File: config.mk
export PLATFORM = sky130hd
export DESIGN_NAME = mux_ser8
export DESIGN_NICKNAME = d
export VERILOG_FILES = /design/src/rtl/mux_ser8.sv
export SDC_FILE = /design/constraint.sdc
export NUM_CORES = 1
export LEC_CHECK = 0
export CORE_MARGIN = 4
export CORE_UTILIZATION = 37
export DETAILED_ROUTE_END_ITERATION = 6
export GPL_TIMING_DRIVEN = 0
export PLACE_DENSITY = 0.8
export SYNTH_ARGS = -nofsm -noshare
export SYNTH_HDL_FRONTEND = slang
export SYNTH_SLANG_ARGS = --single-unit
File: constraint.sdc
create_clock -name clk -period 1.2 [get_ports clk]
set_input_delay 0.3 -clock clk [delete_from_list [all_inputs] [get_ports clk]]
set_output_delay 0.3 -clock clk [all_outputs]
set_load 0.02 [all_outputs]
File: src/rtl/mux_ser8.sv
// Parallel-in serial-out byte stage built around an 8:1 select of a captured byte.
// Define MUX_SER8_PARITY_EN to append an even-parity bit after the 8 data bits.
module mux_ser8 #(
    parameter bit LSB_FIRST = 1'b1
) (
    input  logic       clk,
    input  logic       rst,
    input  logic       load_valid,
    output logic       load_ready,
    input  logic [7:0] din,
    output logic [2:0] sel,
    output logic       sout,
    output logic       sout_valid,
    output logic       done
);

    localparam logic [1:0] ST_IDLE  = 2'd0;
    localparam logic [1:0] ST_SHIFT = 2'd1;
`ifdef MUX_SER8_PARITY_EN
    localparam logic [1:0] ST_PAR   = 2'd2;
`endif

    localparam logic [2:0] SEL_START = LSB_FIRST ? 3'd0 : 3'd7;
    localparam logic [2:0] SEL_LAST  = LSB_FIRST ? 3'd7 : 3'd0;

    logic [1:0] r_state;
    logic [2:0] r_sel;
    logic [7:0] r_byte;

    logic       w_last;
    logic [2:0] w_sel_next;

    assign w_last     = (r_sel == SEL_LAST);
    assign w_sel_next = LSB_FIRST ? (r_sel + 3'd1) : (r_sel - 3'd1);

    always_ff @(posedge clk) begin
        if (rst) begin
            r_state <= ST_IDLE;
            r_sel   <= SEL_START;
            r_byte  <= 8'h00;
        end else begin
            case (r_state)
                ST_IDLE: begin
                    r_sel <= SEL_START;
                    if (load_valid) begin
                        r_byte  <= din;
                        r_state <= ST_SHIFT;
                    end
                end
                ST_SHIFT: begin
                    if (w_last) begin
`ifdef MUX_SER8_PARITY_EN
                        // sel parks on the last data bit through PAR
                        r_state <= ST_PAR;
`else
                        r_state <= ST_IDLE;
                        r_sel   <= SEL_START;
`endif
                    end else begin
                        r_sel <= w_sel_next;
                    end
                end
`ifdef MUX_SER8_PARITY_EN
                ST_PAR: begin
                    r_state <= ST_IDLE;
                    r_sel   <= SEL_START;
                end
`endif
                default: begin
                    r_state <= ST_IDLE;
                    r_sel   <= SEL_START;
                end
            endcase
        end
    end

    always_comb begin
        load_ready = 1'b0;
        sout       = 1'b0;
        sout_valid = 1'b0;
        done       = 1'b0;
        case (r_state)
            ST_IDLE: begin
                load_ready = 1'b1;
            end
            ST_SHIFT: begin
                sout       = r_byte[r_sel];
                sout_valid = 1'b1;
`ifndef MUX_SER8_PARITY_EN
                done       = w_last;
`endif
            end
`ifdef MUX_SER8_PARITY_EN
            ST_PAR: begin
                sout       = ^r_byte;
                sout_valid = 1'b1;
                done       = 1'b1;
            end
`endif
            default: begin
                load_ready = 1'b0;
            end
        endcase
    end

    assign sel = r_sel;

endmodule

==> out/results.ini, run 1 <==
[clock_network]
clk_pin_slew_ns=0.07
clk_path_buf_depth=2
clkLatencyLatePin_ns=0.27
htree_levels=1
cts_made_buffers=3
cts_root_buffer=clkbuf_4
cts_tree=done
cts.sinks=12

[logic_synthesis]
syn_area_um2=507
synth_top_area_share_pct=47.4
synth_nets=61
synth_cells=48
synth_cell_types=15
yosys-top-cells-area=dfxtp_1 47%, mux2i_1 18%, nor2_1 7.4%
yosys.area.top_type=dfxtp_1
syn_area_per_cell_um2=10.6
synth_seq_cells=12
yosysSeqAreaShare_pct=47.4
ys.warnings.count=0

[route]
drtIter0Drc=3
first_pass_iters=4
ant_nets=0
wl_per_cell_um=12.2
vias=418
drc=0
routed_wl_um=1080
viasPerCell=4.75

[power_and_ir_drop]
leakage_nw=0.335
power_w=0.000824
irDropWorstVdd_mv=0.751
p_per_area_nw_per_um2=1060

[setup_path]
cp_top_family=multiplexers
crit_fanout=3
cp_num_cells=4
crit_type=flip-flop to output pin
r2r_start=sel[0]$_SDFF_PP0_
rr_endpoint=sel[1]$_SDFF_PP0_
cp.required_ns=0.90
crit_path_end_kind=output pin
crit_slowest_cell=mux4_2
cp-startpoint=sel[1]$_SDFF_PP0_
path_cells=mux4_2 -> nor2_2 -> a311oi_2 -> buf_4
path_buf_inv=1
max_stage_delay_ns=0.50
endpoint=sout
reg2reg_slack_ns=0
cp-start-kind=flip-flop
cp.arrival_ns=1.46
r2r_cells=5

[cells_and_area]
nets=87
diodes=0
drive_gt1_share_pct=41.1
n_fill_cell=131
syn2layout_area_growth_pct=54.1
final_util_pct=60.0

[global_routing]
grt_pass1_wl_um=1840
grtUsageTotal_pct=13.0
grt_start_max_net_pins=11
antenna_found_initial=0
gr-total-overflow=0
grt_pass1_vias=394

[place]
dp_hpwl_um=731
dp_worst_setup_slack_ns=-0.732
portBuffers=17
gp_congestion=0.661

[sta]
maxSlewViolCount=0
final-hold-violation-count=0
fin_ws_ns=-0.556
skew_ns=0.00688
max_slew.worst_pin.slew_ns=0.234
setup_viol=3
slew_headroom_pct=84.4
rsz0062_at_grt=yes
finalCriticalPeriod_ns=1.76
period_share_pct=146
max_freq_mhz=569

[hold_path]
hold_path.class=input port to flip-flop

[floorplanning]
design.die.area_um2=2030
start_util_pct=38.9
die_y_um=45.0
core_area_um2=1300
die_x_um=45.0
rows=13
pin_count=18

[run]
maxCapViolCount=0

[outcome]
status=finished, violations left
violations=setup timing

-- worst min-delay path by stage --
stage,cells past startpoint,start,to
floorplan,2,din[3],r_byte[3]$_SDFFE_PP0P_
global placement,1,sel[0]$_SDFF_PP0_,sel[0]$_SDFF_PP0_
detailed placement,1,sel[0]$_SDFF_PP0_,sel[0]$_SDFF_PP0_
CTS,3,load_valid,r_state[0]$_SDFFE_PP0P_
global route,3,load_valid,r_state[0]$_SDFFE_PP0P_
finish,3,load_valid,r_state[0]$_SDFFE_PP0P_
-- synth_stat cells --
master / instances
mux2i_1: 9
nor2_1: 10
mux4_1: 1
nor4_1: 1
mux2_2: 1
a311oi_1: 1
nor2b_1: 1
and2_1: 3
inv_1: 2
dfxtp_1: 12
clkbuf_1: 1
nor3_1: 2
ha_1: 2
buf_4: 1
o31ai_1: 1
-- cells by family after synthesis --
family                     Yosys count  share of synthesized area (%)
DFF                                 12                           47.4
and+or+nand+nor                     17                           15.6
adders and majority gates            2                           4.94
muxes                               11                           25.2
AOI/OAI and AO/OA                    2                           3.21
buffers and inverters                4                           3.70
-- worst register-to-register path: stages (launching register included) --
cell and delay (ns):
dfxtp_4 0.35, ha_1 0.20, ha_2 0.18, buf_4 0.14, nor3_4 0.12, and2_1 0.15
-- state kept, by name, summed over array words and instances, names as in the netlist --
| signal | flops |
|---|---|
| r_byte | 8 |
| sel | 3 |
| r_state | 1 |
-- cells in the final DEF (no fill, tap or decap), types with 2 or more instances in the layout --
master,synthesis,final
and2_1,3,2
buf_2,0,3
buf_4,1,8
clkbuf_4,0,3
clkdlybuf4s50_1,0,9
dfxtp_1,12,8
dfxtp_4,0,4
mux2i_1,9,9
nor2_1,10,9
-- power by group --
group	internal, W	switching (W)
Sequential	0.000414	0.0000150
Combinational	0.0000793	0.0000603
Clock	0.000129	0.000127
Total	0.000622	0.000202
-- layout make-up --
| type | count | area, µm² | area share (%) |
|---|---|---|---|
| Buffer | 2 | 12.5 | 1.60 |
| Clock buffer | 4 | 26.3 | 3.37 |
| Inverter | 2 | 10.0 | 1.28 |
| Multi-Input combinational cell | 32 | 280 | 35.9 |
| Sequential cell | 12 | 255 | 32.7 |
| Tap cell | 15 | 18.8 | 2.40 |
| Timing Repair Buffer | 21 | 178 | 22.8 |
-- metrics by stage --
| stage | TNS, ns | hold WS, ns | std cells | instance area [µm²] |
|---|---|---|---|---|
| after floorplan | -0.229 | 0.447 | 48 | 527 |
| after global placement | -4.26 | 0.431 | 80 | 716 |
| after detailed placement | -4.41 | 0.435 | 80 | 716 |
| after CTS | -1.02 | 0.430 | 88 | 766 |
| after global routing | -1.17 | 0.437 | 88 | 781 |
| final | -0.964 | 0.437 | 88 | 781 |
-- per-layer routing --
metal / share of wire (%) / global-route usage [%]
met1: 46 / 16.0
met2: 47 / 19.5
met3: 6.4 / 3.59
met4: 0 / 8.77
met5: 0 / 0
-- repair_timing --
item / in CTS / in global routing
buffers inserted: 4 / 0
hold buffers: 0 / 0
pin swaps: 2 / 2
resized for setup: 38 / 9
setup endpoints to repair: 8 / 12
endpoints found under the hold margin: 0 / 0
No activity file was read; power rests on OpenSTA's default activity.
==> inputs of run 2 (changes only) <==
--- a/config.mk
+++ b/config.mk
@@ -10,6 +10,7 @@
 export DETAILED_ROUTE_END_ITERATION = 6
 export GPL_TIMING_DRIVEN = 0
 export PLACE_DENSITY = 0.8
+export SETUP_SLACK_MARGIN = 0.05
 export SYNTH_ARGS = -nofsm -noshare
 export SYNTH_HDL_FRONTEND = slang
 export SYNTH_SLANG_ARGS = --single-unit
==> run 2 against run 1 <==
- the run still ends with setup timing left
- global-route usage rose by 0.84 points
- sequential cell count unchanged
- clock power grew 26%
- die area unchanged
- register-to-register slack worse by 0.07 ns
- setup slack got worse by 0.031 ns
- wire length is 14% higher
- combinational power is 7% higher
- sequential share of layout area is 2.9 points lower
- design area rose by 9.8%
- first-iteration DRC count is 67% higher
- largest cell class unchanged
- highest routed layer is now met4
==> out/results.ini, run 2 (same netlist as run 1, synthesis figures left out) <==
[floorplanning]
pin_count=18
rows=13
die_x_um=45.0
die_y_um=45.0
start_util_pct=38.9
core_area_um2=1300
design.die.area_um2=2030

[cells_and_area]
fin_area_um2=857
syn2layout_area_growth_pct=69.1
diodes=0
regMostFlops=r_byte
nets=89
final_util_pct=65.9
largest_reg_flops=8
drive_gt1_share_pct=46.7
n_fill_cell=109
final_cell_mix=9 x mux2i_1, 9 x nor2_1, 9 x clkdlybuf4s50_1

[setup_path]
crit_type=flip-flop to output pin
r2r_start=sel[1]$_SDFF_PP0_
reg2reg_slack_ns=-0.07
endpoint=sout
rr_endpoint=sel[1]$_SDFF_PP0_
r2r_cells=6
cp-startpoint=sel[2]$_SDFF_PP0_
crit_path_end_kind=output pin
crit_fanout=4
cp-start-kind=flip-flop
cp.required_ns=0.90
cp.arrival_ns=1.49

[global_routing]
gr-total-overflow=0
grt-busiest-layer=met2
grtUsageTotal_pct=13.8
grt_pass1_wl_um=1950
use_met1_pct=15.6
grt_start_max_net_pins=11
use_met3_pct=3.59
use_met2_pct=22.9
grt_pass1_vias=438
antenna_found_initial=0

[sta]
finalSetupTns_ns=-1.17
slew_headroom_pct=83.6
max_slew.worst_pin.slew_ns=0.244
setup_viol=4
final-hold-violation-count=0
fin_ws_ns=-0.587
skew_ns=0.00513
finalCriticalPeriod_ns=1.79
rsz0062_at_grt=yes
max_freq_mhz=560
whs_ns=0.432
period_share_pct=149
maxSlewViolCount=0

[power_and_ir_drop]
irDropWorstVdd_mv=0.633
p_per_area_nw_per_um2=1050
power_w=0.000901
leakage_nw=0.356

[route]
viasPerCell=5.03
wl_per_cell_um=13.7
first_pass_iters=4
vias=453
drc=0
drtIter0Drc=5
routed_wl_um=1230
ant_nets=0

[clock_network]
clk_path_buf_depth=2
cts_tree=done
ctsHoldBuffers=0
cts_made_buffers=3
cts_root_buffer=clkbuf_4
clk_pin_slew_ns=0.08
cts.sinks=12
clkLatencyLatePin_ns=0.27
htree_levels=1

[outcome]
status=finished, violations left
violations=setup timing

[hold_path]
hold_path.class=input port to flip-flop
hold_depth=3

[place]
portBuffers=17
postPlaceCellArea_um2=716
gp_congestion=0.662

[run]
maxCapViolCount=0

==> run 2: cell types whose count changed in the layout (fill, tap and decap cells not counted), sizes merged <==
cell and delta:
buf +2
==> run 2: cell type report <==
cell class	instances	area [µm²]	share of cell area, %
multi-input combinational	32	308	35.9
sequential	12	255	29.8
inverter	2	10.0	1.17
clock buffer	4	36.3	4.23
tap	15	18.8	2.19
buffer	2	16.3	1.90
timing repair buffer	23	213	24.8
==> run 2: stage by stage <==
| stage | worst slack, ns | std cells |
|---|---|---|
| global placement | -0.718 | 80 |
| CTS | -0.583 | 88 |
| finish | -0.587 | 90 |
| global route | -0.628 | 90 |
| detailed placement | -0.732 | 80 |
| floorplan | -0.226 | 48 |
==> run 2: worst min-delay path by stage <==
stage	start	endpoint	slack, ns
global route	load_valid	r_state[0]$_SDFFE_PP0P_	0.47
finish	load_valid	r_state[0]$_SDFFE_PP0P_	0.43
CTS	load_valid	r_state[0]$_SDFFE_PP0P_	0.42
floorplan	din[3]	r_byte[3]$_SDFFE_PP0P_	0.45
detailed placement	sel[0]$_SDFF_PP0_	sel[0]$_SDFF_PP0_	0.44
global placement	sel[0]$_SDFF_PP0_	sel[0]$_SDFF_PP0_	0.43
==> run 2: power breakdown <==
part	leakage (nW)	switching [W]	internal (W)
Clock	0.0210	0.000137	0.000184
Sequential	0.101	0.0000162	0.000414
Combinational	0.234	0.0000646	0.0000854
Total	0.356	0.000217	0.000684
==> run 2: worst max-delay path, stage by stage (launching register included) <==
cell and delay, ns:
dfxtp_4 0.38, mux2_2 0.34, o31ai_2 0.23, a311oi_2 0.09
buf_4 0.17
==> run 2: metal layers <==
metal	vias to the layer above	part of all wire [%]
met5	-	0
met4	0	0.65
met3	2	5.8
met2	14	53
met1	212	40
li1	225	-
==> run 2: what timing repair did <==
action / CTS / global route
endpoints found under the setup margin: 17 / 17
gates resized for setup: 44 / 14
setup buffers: 4 / 2
pin swaps: 5 / 2
